===== config.mk =====
export PLATFORM = sky130hd
export DESIGN_NAME = torque_scheduler_flat
export DESIGN_NICKNAME = d
export VERILOG_FILES = /design/src/rtl/torque_scheduler_if.sv /design/src/rtl/torque_scheduler.sv /design/src/flat_wrapper.sv
export SDC_FILE = /design/constraint.sdc
export NUM_CORES = 1
export LEC_CHECK = 0
export BUFFER_PORTS_ARGS = -buffer_cell sky130_fd_sc_hd__buf_2
export CELL_PAD_IN_SITES_DETAIL_PLACEMENT = 0
export CELL_PAD_IN_SITES_GLOBAL_PLACEMENT = 1
export CORE_UTILIZATION = 31
export CTS_CLUSTER_DIAMETER = 60
export DETAILED_ROUTE_END_ITERATION = 6
export PLACE_DENSITY_LB_ADDON = 0.1
export SLEW_MARGIN = 20
export SYNTH_ARGS = -nofsm -noshare
export SYNTH_HDL_FRONTEND = slang
export SYNTH_SLANG_ARGS = --single-unit

===== constraint.sdc =====
create_clock -name clk_in -period 4.7 [get_ports clk_in]
set_input_delay 0.94 -clock clk_in [delete_from_list [all_inputs] [get_ports clk_in]]
set_output_delay 0.94 -clock clk_in [all_outputs]
set_load 0.01 [all_outputs]

===== src/rtl/torque_scheduler_if.sv =====
// Handshake and data bundle between the physics-step controller and torque_scheduler.
// The controller drives through the master modport and the torque engine uses the
// slave modport.
interface torque_scheduler_if #(
    parameter int NUM_NODES     = 10,
    parameter int POSITION_SIZE = 8,
    parameter int FORCE_SIZE    = 8
);
    logic                                                begin_in;
    logic signed [2:0]                                   drive;
    logic [1:0][NUM_NODES-1:0][POSITION_SIZE-1:0]        nodes;
    logic [1:0][POSITION_SIZE-1:0]                       axle;
    logic [1:0][NUM_NODES-1:0][FORCE_SIZE-1:0]           torque_forces;
    logic                                                busy_out;
    logic                                                result_out;

    modport master (
        output begin_in, drive, nodes, axle,
        input  torque_forces, busy_out, result_out
    );

    modport slave (
        input  begin_in, drive, nodes, axle,
        output torque_forces, busy_out, result_out
    );
endinterface


===== src/rtl/torque_scheduler.sv =====
// Time-multiplexed torque engine for the wheel soft-body.
// It handles one node per cycle through a two-stage pipeline. Stage 1 forms the
// node-to-axle differences. Stage 2 multiplies them by the latched drive and the
// constant gain, then writes one entry of the registered force buffer.
// Build option: define TORQUE_SATURATE_EN to clamp each force component to the
// FORCE_SIZE signed range. When it is not defined, each component wraps to its low
// FORCE_SIZE bits, which matches the legacy combinational torque stage.
//
// state    | meaning
// ---------+-------------------------------------------------------------
// S_IDLE   | waiting for begin_in; buffer holds the last results
// S_RUN    | issuing nodes into stage 1 and retiring them from stage 2
module torque_scheduler #(
    parameter int NUM_NODES     = 10,
    parameter int POSITION_SIZE = 8,
    parameter int FORCE_SIZE    = 8,
    parameter int TORQUE        = 4
) (
    input  logic               clk_in,
    input  logic               rst_in,
    torque_scheduler_if.slave  bus
);
    localparam int DW = POSITION_SIZE + 1;
    localparam int PW = POSITION_SIZE + 1 + 3 + $clog2(TORQUE) + 1;
    localparam int IW = (NUM_NODES > 1) ? $clog2(NUM_NODES + 1) : 1;

    localparam logic [IW-1:0]        NODE_CNT = IW'(NUM_NODES);
    localparam logic [IW-1:0]        LAST_IDX = IW'(NUM_NODES - 1);
    localparam logic signed [PW-1:0] TORQUE_S = PW'(TORQUE);

    localparam logic [0:0] S_IDLE = 1'b0;
    localparam logic [0:0] S_RUN  = 1'b1;

    logic [0:0]                     state_q, state_d;
    logic [IW-1:0]                  idx_q, idx_d;
    logic [IW-1:0]                  idx1_q, idx1_d;
    logic                           valid1_q, valid1_d;
    logic                           busy_q, busy_d;
    logic                           result_q, result_d;
    logic signed [2:0]              drive_q, drive_d;
    logic signed [POSITION_SIZE-1:0] axle_x_q, axle_x_d;
    logic signed [POSITION_SIZE-1:0] axle_y_q, axle_y_d;
    logic signed [DW-1:0]           dx_q, dx_d;
    logic signed [DW-1:0]           dy_q, dy_d;
    logic [1:0][NUM_NODES-1:0][FORCE_SIZE-1:0] forces_q, forces_d;

    logic signed [POSITION_SIZE-1:0] node_x, node_y;
    logic signed [PW-1:0]           prod_0, prod_1;
    logic [FORCE_SIZE-1:0]          force_0, force_1;

    // Select the node addressed by the issue pointer from the live node bus.
    always_comb begin
        node_x = '0;
        node_y = '0;
        for (int i = 0; i < NUM_NODES; i++) begin
            if (idx_q == IW'(i)) begin
                node_x = bus.nodes[0][i];
                node_y = bus.nodes[1][i];
            end
        end
    end

    // Full-precision products on the shared multiply path. Component 0 uses dy and
    // component 1 uses dx, which gives the force perpendicular to the radius.
    always_comb begin
        prod_0 = PW'(dy_q) * PW'(drive_q) * TORQUE_S;
        prod_1 = PW'(dx_q) * PW'(drive_q) * TORQUE_S;
    end

`ifdef TORQUE_SATURATE_EN
    localparam logic signed [PW-1:0] F_MAX = PW'((2 ** (FORCE_SIZE - 1)) - 1);
    localparam logic signed [PW-1:0] F_MIN = PW'(-(2 ** (FORCE_SIZE - 1)));

    // Clamp each product into the signed FORCE_SIZE range.
    always_comb begin
        if (prod_0 > F_MAX)      force_0 = F_MAX[FORCE_SIZE-1:0];
        else if (prod_0 < F_MIN) force_0 = F_MIN[FORCE_SIZE-1:0];
        else                     force_0 = prod_0[FORCE_SIZE-1:0];
        if (prod_1 > F_MAX)      force_1 = F_MAX[FORCE_SIZE-1:0];
        else if (prod_1 < F_MIN) force_1 = F_MIN[FORCE_SIZE-1:0];
        else                     force_1 = prod_1[FORCE_SIZE-1:0];
    end
`else
    logic unused_prod_hi;

    // Two's-complement wrap: keep only the low FORCE_SIZE bits.
    always_comb begin
        force_0 = prod_0[FORCE_SIZE-1:0];
        force_1 = prod_1[FORCE_SIZE-1:0];
    end

    assign unused_prod_hi = ^{prod_0[PW-1:FORCE_SIZE], prod_1[PW-1:FORCE_SIZE]};
`endif

    // Sequencing: start handshake, stage-1 issue, stage-2 write-back and completion.
    always_comb begin
        state_d  = state_q;
        idx_d    = idx_q;
        idx1_d   = idx1_q;
        valid1_d = 1'b0;
        busy_d   = busy_q;
        result_d = 1'b0;
        drive_d  = drive_q;
        axle_x_d = axle_x_q;
        axle_y_d = axle_y_q;
        dx_d     = dx_q;
        dy_d     = dy_q;
        forces_d = forces_q;

        case (state_q)
            S_IDLE: begin
                if (bus.begin_in) begin
                    state_d  = S_RUN;
                    busy_d   = 1'b1;
                    idx_d    = '0;
                    drive_d  = bus.drive;
                    axle_x_d = bus.axle[0];
                    axle_y_d = bus.axle[1];
                end
            end
            S_RUN: begin
                if (idx_q < NODE_CNT) begin
                    dx_d     = DW'(node_x) - DW'(axle_x_q);
                    dy_d     = DW'(axle_y_q) - DW'(node_y);
                    valid1_d = 1'b1;
                    idx1_d   = idx_q;
                    idx_d    = idx_q + 1'b1;
                end
                if (valid1_q) begin
                    for (int i = 0; i < NUM_NODES; i++) begin
                        if (idx1_q == IW'(i)) begin
                            forces_d[0][i] = force_0;
                            forces_d[1][i] = force_1;
                        end
                    end
                    if (idx1_q == LAST_IDX) begin
                        state_d  = S_IDLE;
                        busy_d   = 1'b0;
                        result_d = 1'b1;
                    end
                end
            end
            default: begin
                state_d = S_IDLE;
                busy_d  = 1'b0;
            end
        endcase
    end

    // State registers with synchronous reset. A reset during a run also clears the buffer.
    always_ff @(posedge clk_in) begin
        if (rst_in) begin
            state_q  <= S_IDLE;
            idx_q    <= '0;
            idx1_q   <= '0;
            valid1_q <= 1'b0;
            busy_q   <= 1'b0;
            result_q <= 1'b0;
            drive_q  <= '0;
            axle_x_q <= '0;
            axle_y_q <= '0;
            dx_q     <= '0;
            dy_q     <= '0;
            forces_q <= '0;
        end else begin
            state_q  <= state_d;
            idx_q    <= idx_d;
            idx1_q   <= idx1_d;
            valid1_q <= valid1_d;
            busy_q   <= busy_d;
            result_q <= result_d;
            drive_q  <= drive_d;
            axle_x_q <= axle_x_d;
            axle_y_q <= axle_y_d;
            dx_q     <= dx_d;
            dy_q     <= dy_d;
            forces_q <= forces_d;
        end
    end

    assign bus.torque_forces = forces_q;
    assign bus.busy_out      = busy_q;
    assign bus.result_out    = result_q;
endmodule


===== src/flat_wrapper.sv =====
// flat-port wrapper written by rule: the top's interface ports become plain ports
module torque_scheduler_flat 
#(
    parameter int NUM_NODES     = 10,
    parameter int POSITION_SIZE = 8,
    parameter int FORCE_SIZE    = 8,
    parameter int TORQUE        = 4
)
  (clk_in, rst_in, bus_begin_in, bus_drive, bus_nodes, bus_axle, bus_torque_forces, bus_busy_out, bus_result_out);
  torque_scheduler_if #(.NUM_NODES(NUM_NODES), .POSITION_SIZE(POSITION_SIZE), .FORCE_SIZE(FORCE_SIZE)) bus_i ();
  input  logic clk_in;
  input  logic rst_in;
  input wire logic [$bits(bus_i.begin_in)-1:0] bus_begin_in;
  input wire logic [$bits(bus_i.drive)-1:0] bus_drive;
  input wire logic [$bits(bus_i.nodes)-1:0] bus_nodes;
  input wire logic [$bits(bus_i.axle)-1:0] bus_axle;
  output wire logic [$bits(bus_i.torque_forces)-1:0] bus_torque_forces;
  output wire logic [$bits(bus_i.busy_out)-1:0] bus_busy_out;
  output wire logic [$bits(bus_i.result_out)-1:0] bus_result_out;
  assign bus_i.begin_in = bus_begin_in;
  assign bus_i.drive = bus_drive;
  assign bus_i.nodes = bus_nodes;
  assign bus_i.axle = bus_axle;
  assign bus_torque_forces = bus_i.torque_forces;
  assign bus_busy_out = bus_i.busy_out;
  assign bus_result_out = bus_i.result_out;
  torque_scheduler #(.NUM_NODES(NUM_NODES), .POSITION_SIZE(POSITION_SIZE), .FORCE_SIZE(FORCE_SIZE), .TORQUE(TORQUE)) u_core (.clk_in(clk_in), .rst_in(rst_in), .bus(bus_i));
endmodule

==> summary.txt <==
Clocking
  – CTS tree: done
  – CTS Buf Count: 17
  – Post-CTS Setup Bufs: 0
  – H-tree lvl count: 4
  – Later-pin clock latency in the skew report: approximately 0.43 ns
  – Clock slew at reported path FFs: 0.07 ns
  – # resized after CTS: 0
  – Deepest clock path buffer count: 2
  – Post-CTS Hold Fix Bufs: 0
  – Clk root buf: clkbuf_16
  – # clock sinks: 159

Logic synthesis
  – Post-synthesis register bit count: 159
  – Cell Area, Synth: between 8000 and 9000 µm²
  – Ys async rst share: 0
  – Synth Flop Type: dfxtp_1
  – Sequential-to-total area share from yosys stat: 0.379
  – Syn Inst Count: about 1.1k
  – Post-synth EDFFs: 0
  – Yosys warns: 0
  – Yosys cell types: slightly above 60
  – Syn avg cell area: 7.76 µm²

Routing
  – Initial DRC count: about 470
  – Post-DRT Antenna Nets: 0
  – Avg Vias per Cell: 4.79
  – # DRC: 18
  – Drt total wl: approximately 28,000 µm
  – DR vias: 7,865
  – Average wire per cell in the routed design: 16.8 µm
  – Pre-Repair DR Iteration Count: 7

Status
  – Violated checks: design-rule violations
  – Outcome: finished with violations

Floorplan
  – Die width: 167 µm
  – Starting density of the core: 0.319
  – Die Y: 167 µm
  – Die area: around 28,000 µm²
  – FP Rows: 59
  – Ports: 344
  – Core area: ~26,000 µm²

Worst setup path
  – Crit path from: u_core.idx_q[1]
  – Critical path endpoint category: flip-flop
  – Arr. time, crit path: 4.30 ns
  – Reg-to-reg startpoint: u_core.idx_q[1]
  – Worst Path Max Fanout: 21
  – Startpoint Class: flip-flop
  – Worst R2R Setup Slack: 0.73 ns
  – Data required, critical path: approximately 5.0 ns
  – Crit Path Class: reg -> reg

Cells and area
  – # fillers: between 2k and 3k
  – Finished Layout Cells: about 1.6k
  – Final nets: 1,508
  – Share of post-route cells with drive strength above 1: 0.252
  – Area growth, synth to finish: 23.3%

Placement
  – GP Congestion: between 0.8 and 0.9
  – Buffers added on ports: about 260
  – Post-Place Cells: 1,608
  – Hpwl dp: roughly 20,000 µm

Global route
  – Vias in the first global route: ~7.4k
  – Largest net degree at the start of global routing: 83
  – Remaining global-route overflow: 0
  – First-pass GRT wire length: 42,300 µm
  – Initial antenna violation count: 2
  – Total GRT Usage: 0.197

Hold path
  – Type of the worst min-delay path: reg -> reg
  – Hold Path Origin: u_core.bus.torque_forces[30]

Pwr
  – VDD IR-drop max: 0.221 mV
  – Pwr/cell area: ~320 nW/µm²
  – Leak: roughly 4.5 nW

Timing
  – Max Slew Vio Count: 0
  – Post-Route Setup TNS: 0 ns
  – Part of the cycle the worst path needs: 0.844
  – Least-Margin Pin Slew: 0.902 ns
  – Fmax: 252 MHz
  – Slew HR: 0.394
  – Post-Route Skew: 0.0236 ns
  – RSZ-0062 raised after global routing: no
  – # setup viols final: 0
  – Minimum clock period: 3.97 ns
  – Final hold viol count: 0
  – Hold WS: 0.451 ns

Job
  – Max-Cap Viols: 0
==> routing by layer <==
layer  up-vias  wire, µm  track usage  share of wire
met5         -         0            0              0
met4         0       387       0.0600          0.014
met2       267     12800        0.325           0.47
li1       4006         -            -              -
met1      3570     12700        0.256           0.46
met3        22      1640       0.0413          0.060
==> power breakdown <==
part / switching, mW / internal (mW)
Clock: 0.648 / 0.768
Combinational: 0.283 / 0.186
Sequential: 0.0290 / 1.37
==> worst max-delay path: stages (launching register included) <==
cell	delay [ns]
dfxtp_1	0.50
ha_1	0.72
nor2b_1	0.20
a221oi_1	0.44
nor2_1	0.07
a21oi_1	0.23
o21ai_0	0.17
ha_1	0.36
o21ai_0	0.18
a21oi_1	0.07
o21a_1	0.18
or3_1	0.33
a21o_1	0.19
a311oi_2	0.24
==> Yosys cell counts (3+ instances only) <==
cell type,count,area [µm²]
buf_4,42,315
dfxtp_1,159,3180
o22ai_1,8,50.1
and2_1,12,75.1
a221oi_1,13,114
clkbuf_1,61,229
inv_1,29,109
fa_1,12,240
buf_6,3,33.8
nor3_1,8,40.0
nor4bb_1,3,30.0
mux2i_1,20,200
o21ai_2,3,26.3
nor2b_1,20,125
a21oi_1,166,831
a21o_1,4,30.0
and3b_1,3,26.3
or3_1,8,50.1
xnor2_1,9,78.8
nand3_1,26,130
buf_2,16,80.1
nor2_1,119,447
ha_1,22,275
nand3b_1,9,67.6
nand2b_1,13,81.3
nand2_1,193,724
a22oi_1,10,75.1
a211oi_1,17,128
o21ai_0,33,165
==> flip-flops by register name, indices dropped and copies added, names as in the netlist <==
signal	cells
u_core.bus.busy_out	1
u_core.idx1_q	4
u_core.dx_q	6
u_core.axle_y_q	6
u_core.bus.result_out	1
u_core.state_q	1
u_core.valid1_q	1
u_core.bus.torque_forces	120
u_core.axle_x_q	6
u_core.drive_q	3
u_core.idx_q	4
u_core.dy_q	6
==> cells by family after synthesis <==
family / after synthesis / share of synthesized area
AND/OR/NAND/NOR: 426 / 0.227
AO/OA/AOI/OAI: 276 / 0.198
flip-flops: 159 / 0.379
buffers and inverters: 153 / 0.0923
adder cells (fa/ha/maj): 34 / 0.0614
multiplexers: 21 / 0.0252
XOR/XNOR: 12 / 0.0158
other: 1 / 0.000447
==> worst paths after layout <==
path	to	cells after the start
hold reg to reg	u_core.bus.torque_forces[30]	2
setup / recovery	u_core.dx_q[5]	13
hold / removal	u_core.bus.torque_forces[30]	2
setup reg to reg	u_core.dx_q[5]	13
==> stage by stage <==
stage / power, mW / setup slack, ns / util / area, µm²
2_1_floorplan: 1.75 / 1.30 / - / 8540
3_3_place_gp: 1.91 / 0.747 / 0.370 / 9730
3_5_place_dp: 1.91 / 0.771 / 0.370 / 9730
4_1_cts: 3.34 / 0.752 / 0.393 / 10300
5_1_grt: 3.45 / 0.406 / 0.394 / 10300
6_report: 3.29 / 0.734 / 0.394 / 10300
==> final cells by class <==
cell class / count / area [µm²] / share of cell area
antenna: 1 / 2.50 / 0.000242
clock buffer: 17 / 425 / 0.0411
clock inverter: 15 / 188 / 0.0181
inverter: 29 / 109 / 0.0105
multi-input combinational: 809 / 4590 / 0.444
sequential: 159 / 3180 / 0.308
tap: 335 / 419 / 0.0405
timing repair buffer: 276 / 1430 / 0.138
==> cells in the final DEF, fill, tap and decap left out, types with 22 or more instances in the layout <==
cell and instances:
nand2_1 193, nand3_1 26, conb_1 40, a21oi_1 166, ha_1 22, inv_1 29, dfxtp_1 159, buf_2 258
o21ai_0 33, nor2_1 119
Note: power is estimated with default switching activity, not from simulation.
